--- config.mk ---
export PLATFORM = sky130hd
export DESIGN_NAME = mux_l1_tx
export DESIGN_NICKNAME = d
export VERILOG_FILES = /design/src/rtl/phy_pkg.sv /design/src/rtl/phase_gen_4.sv /design/src/rtl/mux_l1_tx.sv
export SDC_FILE = /design/constraint.sdc
export NUM_CORES = 1
export LEC_CHECK = 0
export ABC_AREA = 1
export CAP_MARGIN = 20
export CELL_PAD_IN_SITES_DETAIL_PLACEMENT = 1
export CELL_PAD_IN_SITES_GLOBAL_PLACEMENT = 1
export CORE_ASPECT_RATIO = 2
export CORE_UTILIZATION = 39
export DETAILED_ROUTE_END_ITERATION = 6
export DONT_BUFFER_PORTS = 1
export HOLD_SLACK_MARGIN = 0.02
export PLACE_DENSITY_LB_ADDON = 0.1
export REMOVE_ABC_BUFFERS = 1
export SLEW_MARGIN = 30
export SYNTH_ARGS = -nofsm -noshare
export SYNTH_HDL_FRONTEND = slang
export SYNTH_SLANG_ARGS = --single-unit
--- constraint.sdc ---
create_clock -name clk_4f -period 1.8 [get_ports clk_4f]
set_clock_uncertainty 0.2 [all_clocks]
set_input_delay 0.27 -clock clk_4f [delete_from_list [all_inputs] [get_ports clk_4f]]
set_output_delay 0.27 -clock clk_4f [all_outputs]
set_load 0.02 [all_outputs]
--- src/rtl/phy_pkg.sv ---
// Shared constants and types for the phy_tx / phy_rx lane datapaths.
package phy_pkg;

  localparam int DEF_DATA_W = 8;
  localparam int LANES      = 4;

  typedef logic [1:0] phase_t;

  localparam phase_t PH_LAST = 2'd3;

  function automatic phase_t phase_inc(input phase_t p);
    return p + 2'd1;
  endfunction

endpackage

--- src/rtl/phase_gen_4.sv ---
// Free-running 4-phase counter on the serial clock, with the lane capture strobe.
module phase_gen_4
  import phy_pkg::*;
(
  input  logic       clk_4f,
  input  logic       reset,
  output logic [1:0] phase,
  output logic       lane_sample
);

  always_ff @(posedge clk_4f) begin
    if (reset) begin
      phase <= '0;
    end else begin
      phase <= phase_inc(phase);
    end
  end

  // Strobe is suppressed while reset is held so a phase==3 reset edge never captures.
  assign lane_sample = (phase == PH_LAST) & ~reset;

endmodule

--- src/rtl/mux_l1_tx.sv ---
// 4:1 byte interleaver: captures four lanes once per frame and serialises them in lane order.
module mux_l1_tx
  import phy_pkg::*;
#(
  parameter int                DATA_W    = DEF_DATA_W,
  parameter logic [DATA_W-1:0] IDLE_DATA = '0
) (
  input  logic              clk_4f,
  input  logic              reset,
  input  logic [DATA_W-1:0] data_0,
  input  logic [DATA_W-1:0] data_1,
  input  logic [DATA_W-1:0] data_2,
  input  logic [DATA_W-1:0] data_3,
  input  logic              valid_0,
  input  logic              valid_1,
  input  logic              valid_2,
  input  logic              valid_3,
  output logic              lane_sample,
  output logic [DATA_W-1:0] data_000,
  output logic              valid_000
);

  logic [1:0]        phase;
  logic [DATA_W-1:0] hold [LANES];
  logic [LANES-1:0]  hold_v;
  logic              primed;

  phase_gen_4 u_phase (
    .clk_4f      (clk_4f),
    .reset       (reset),
    .phase       (phase),
    .lane_sample (lane_sample)
  );

  // Emission reads hold with the pre-edge phase, so lane 3 of the old frame leaves
  // on the same edge that reloads hold with the next frame.
  always_ff @(posedge clk_4f) begin
    if (reset) begin
      for (int i = 0; i < LANES; i++) begin
        hold[i] <= '0;
      end
      hold_v    <= '0;
      primed    <= 1'b0;
      data_000  <= IDLE_DATA;
      valid_000 <= 1'b0;
    end else begin
      if (primed) begin
        data_000  <= hold[phase];
        valid_000 <= hold_v[phase];
      end
      if (lane_sample) begin
        hold[0] <= data_0;
        hold[1] <= data_1;
        hold[2] <= data_2;
        hold[3] <= data_3;
        hold_v  <= {valid_3, valid_2, valid_1, valid_0};
        primed  <= 1'b1;
      end
    end
  end

endmodule

Yosys cells after proc, flatten, opt, wreduce, memory -nomap -nowiden
Memory sizes are Yosys's and may differ from the RTL's. A register that Yosys moved wholly into a read port is not among the register bits.
Cells that the tools add are included.
{"block": "word_totals", "reg_bits": 8, "latch_bits": 0, "ram_bits": 32, "mem_bits_ro": 0, "in_bits": 38, "output_inout_bits": 10, "wordCells": 25, "memories": 1}
{"name": "hold", "depth": 4, "word_bits": 8, "rd": 1, "rd_clocked_by_memory_dff": 1, "wr": 4, "line_no": "mux_l1_tx.sv:24", "source": "logic [DATA_W-1:0] hold [LANES];"}
{"block": "classes", "add_sub_neg": 1, "n_mul": 0, "div": 0, "order_cmp": 1, "n_eq_ne": 1, "n_shift": 0, "mux": 11, "n_bitwise": 6, "reduce_logical": 0}
{"operator": "$mux W8", "n": 4}
{"operator": "$mux W1", "n": 6}
{"operator": "$or A1 B1 Y1", "n": 4}
{"operator": "$lt A2 B3 Y1 const B", "n": 1}
{"operator": "$add A2 B1 Y2 const B", "n": 1}
{"operator": "$bmux W1 S2", "n": 1}
{"operator": "$eq A2 B2 Y1 const B", "n": 1}
{"operator": "$and A1 B1 Y1", "n": 1}
{"operator": "$not A1 Y1", "n": 1}

Longest topological paths before layout
{"block": "depth", "depth_word": 6, "depth_mapped": 6, "ltp_nobuf": 5}

Modules after synthesis
From an unflattened synthesis, not the netlist that was laid out.
{"block": "hier_totals", "cells_unflattened": 229, "hier_area_um2": 2214.6}
{"module": "mux_l1_tx", "n_inst": 1, "cells_per_inst": 221, "area_per_inst_um2": 2143.3, "seq_area_each_um2": 1241.2}
{"module": "phase_gen_4", "n_inst": 1, "cells_per_inst": 8, "area_per_inst_um2": 71.3, "seq_area_each_um2": 40.0}

Least setup slack after synthesis
OpenSTA, ideal clock, no wires.
{"block": "synth_timing", "path_kind": "register to register", "from": "register u_phase.phase[0]", "to": "memory hold[0][0] (netlist bit) (enable)", "setup_ps": 389, "arrival_time_ps": 1340, "required_ps": 1211, "slack_ps": -129, "path_stages_with_launch": 4, "n_path_buf": 0, "period_less_slack_ps": 1929, "cell_sequence": "dfxtp_1 ha_1 inv_1 nand2_1"}
{"element": "start, declared", "line_no": "phase_gen_4.sv:7", "source": "output logic [1:0] phase,"}
{"element": "start signal, assigned", "line_no": "phase_gen_4.sv:15", "source": "phase <= phase_inc(phase);"}
{"element": "end, declared", "line_no": "mux_l1_tx.sv:24"}

Worst setup path in the final report
{"block": "layout_timing", "from": "input reset", "to": "output lane_sample"}
{"block": "layout_between", "elab_chain_len": 2}
{"element": "start, declared", "line_no": "mux_l1_tx.sv:9", "source": "input logic reset,"}
{"element": "$not A1 Y1", "line_no": "phase_gen_4.sv:20", "source": "assign lane_sample = (phase == PH_LAST) & ~reset;"}
{"element": "$and A1 B1 Y1", "line_no": "phase_gen_4.sv:20"}
{"element": "end, declared", "line_no": "mux_l1_tx.sv:18", "source": "output logic lane_sample,"}
Every way passes these cells.

==> flow_summary_export.csv <==
group,metric,value,unit
pwr,p_sw_frac,0.2332,
pwr,p_seq_frac,0.543,
synth,synth_cell_types,14,
run_status,run_status,"finished clean",
global_routing,grt_use_met1,0.1945,
finish,drive_above_1_share,0.09890,
detailed_routing,vias,1599,
synth,synth_seq_area_share,0.6135,
synth,synth_area,2088,µm²
sta,rsz0062_at_grt,"no",
sta,min_period,1.713,ns
floorplan,initial_utilization,0.4064,
global_routing,grt_pass1_vias,1648,
finish,area_growth,28.34,%
detailed_routing,initialDrtViolationCount,18,
global_routing,grtUsageMet2,0.3139,
pwr,cellLeakagePower,1.207,nW
cts,numCtsBuffers,5,
cts,clk_latency,0.30,ns
sta,slew_viol_final,0,
detailed_routing,antenna_left,0,
global_routing,top_usage_layer,"met2",
global_routing,grt_max_degree,33,
sta,hold_viol,0,
cts,tritoncts,"done",
synth,ys_ff_latch,48,
global_routing,grtUsageMet3,0.04329,
floorplan,chipHeight,105.5,µm
synth,ys_warn_count,0,
finish,final_nets,311,
pwr,pwr-share-clk,0.339,
floorplan,core.rowCount,37,
cts,cts.htree.levels,2,
pwr,p_per_area,884.8,nW/µm²
detailed_routing,viasPerCell,4.831,
sta,tns,0,ns
placed_design,post-place-ws,0.3265,ns
global_routing,grt_overflow,0,
worst_setup_path,crit_type,"primary input to output pin",
job,maxCapViolCount,0,
hold_path,hold_path.class,"register to register",
pwr,power,2.371,mW
floorplan,ios,48,
worst_setup_path,start_kind,"primary input",
placed_design,dpl.hpwl,2.926,mm
sta,tightest_slew,0.3269,ns
sta,fmax,583.9,MHz
worst_setup_path,slowest_stage,"dlygate4sd3_1",
synth,syn_avg_cell_area,9.159,µm²
synth,syn-instance-count,228,
worst_setup_path,critPathMaxStageDelay,0.55,ns
placed_design,io_buffer_count,0,
detailed_routing,drc,0,
pwr,switching_power,0.5531,mW
floorplan,fp.dieArea,5669,µm²
detailed_routing,routedWlPerCell,13.44,µm
global_routing,grt_pass1_wl,7.341,mm
worst_setup_path,cp.arrival,1.24,ns
sta,slew_headroom,0.7818,
cts,clock_path_buffers,2,
detailed_routing,wirelength,4.450,mm
sta,fin_crit_sh,0.9515,
placed_design,dpl-instance-area,2162,µm²
worst_setup_path,path_cells,"dlygate4sd3_1, inv_1, nand2_1, inv_2",
global_routing,grt_usage,0.1808,
finish,layout_common_cells,"nand2_1, dlygate4sd3_1, nor2_1",
global_routing,antenna_found_initial,0,
detailed_routing,firstDrtPassIters,4,
worst_setup_path,crit_path_max_fanout,5,
cts,path_clk_slew,0.08,ns
finish,antenna_cells,0,
pwr,p_comb_frac,0.119,
placed_design,gp_congestion,0.7071,
worst_setup_path,cp.required,1.33,ns
sta,setup_viol,0,
floorplan,dieWidth,53.74,µm
finish,fin_area,2680,µm²
worst_setup_path,end_kind,"output pin",
pwr,internal-power,1.818,mW
sta,setup_ws,0.08726,ns
cts,clkSinkCount,48,
floorplan,core_region_area,5139,µm²
cts,clockRootBuffer,"clkbuf_8",
finish,mostFrequentLayoutCell,"nand2_1",
pwr,irDropWorstVdd,0.6643,mV
worst max-delay path, delay by kind of cell:
| family | cells | cell delay, ns |
|---|---|---|
| and+or+nand+nor | 1 | 0.13 |
| buffers and inverters | 3 | 0.84 |
registers in the layout, summed over array words and instances, names as in the netlist:
name,count
data_000,8
hold,32
hold_v,4
primed,1
u_phase.phase,2
valid_000,1
worst paths after layout:
| path | slack, ns | to | cells past startpoint | start |
|---|---|---|---|---|
| worst max-delay path | 0.09 | lane_sample | 4 | reset |
| worst min-delay path | 0.28 | hold_v[2] | 2 | hold_v[2] |
| worst max register to register | 0.25 | u_phase.phase[0] | 3 | u_phase.phase[0] |
| worst min register to register | 0.28 | hold_v[2] | 2 | hold_v[2] |
cell usage after synthesis:
library cell / count / share of area
inv_1: 36 / 0.065
buf_6: 1 / 0.0054
edfxtp_1: 32 / 0.46
buf_12: 1 / 0.0096
nand2_1: 55 / 0.099
a21oi_2: 9 / 0.038
nor2_1: 36 / 0.065
buf_4: 2 / 0.0072
o21ai_0: 9 / 0.022
nand3_1: 22 / 0.053
buf_2: 6 / 0.014
inv_2: 2 / 0.0036
ha_1: 1 / 0.0060
dfxtp_1: 16 / 0.15
cells by family (layout without fill, tap and decap cells):
kind of cell	after synthesis	after routing	synth area share
buffers and inverters	48	93	0.1049
AO/OA/AOI/OAI	18	18	0.05932
AND/OR/NAND/NOR	113	113	0.2163
flip-flops	48	48	0.6135
adder cells (fa/ha/maj)	1	1	0.005991
layer usage:
layer | vias to the layer above | part of all wire
met3 | 10 | 0.040
met4 | 0 | 0.024
met2 | 43 | 0.55
li1 | 796 | -
met1 | 750 | 0.38
met5 | - | 0
power groups by stage:
stage | sequential (mW) | clock, mW | combinational, mW
6_report | 1.29 | 0.803 | 0.281
5_1_grt | 1.29 | 0.866 | 0.320
4_1_cts | 1.29 | 0.818 | 0.286
3_5_place_dp | 1.31 | 0 | 0.214
3_3_place_gp | 1.31 | 0 | 0.204
2_1_floorplan | 1.32 | 0 | 0.132
what timing repair did:
| item | in CTS | in global routing |
|---|---|---|
| setup buffers | 0 | 0 |
| hold buffers | 40 | 0 |
| resized for setup | 0 | 2 |
| setup endpoints to repair | 0 | 2 |
| endpoints found under the hold margin | 40 | 0 |
stage by stage:
stage,cells,hold WS (ns),utilization
3_5_place_dp,283,0.1405,0.4207
6_report,331,0.2824,0.5215
5_1_grt,331,0.2989,0.5215
4_1_cts,331,0.2826,0.5213
3_3_place_gp,283,0.1386,0.4207
2_1_floorplan,218,0.1367,-
cell type report:
cell class / count / area [µm²]
tap: 58 / 72.57
fill: 572 / 2459
sequential: 48 / 1282
inverter: 38 / 142.6
timing repair buffer: 47 / 478.0
multi-input combinational: 132 / 588.1
clock inverter: 2 / 33.78
clock buffer: 6 / 82.58
No activity file was read; power rests on OpenSTA's default activity.
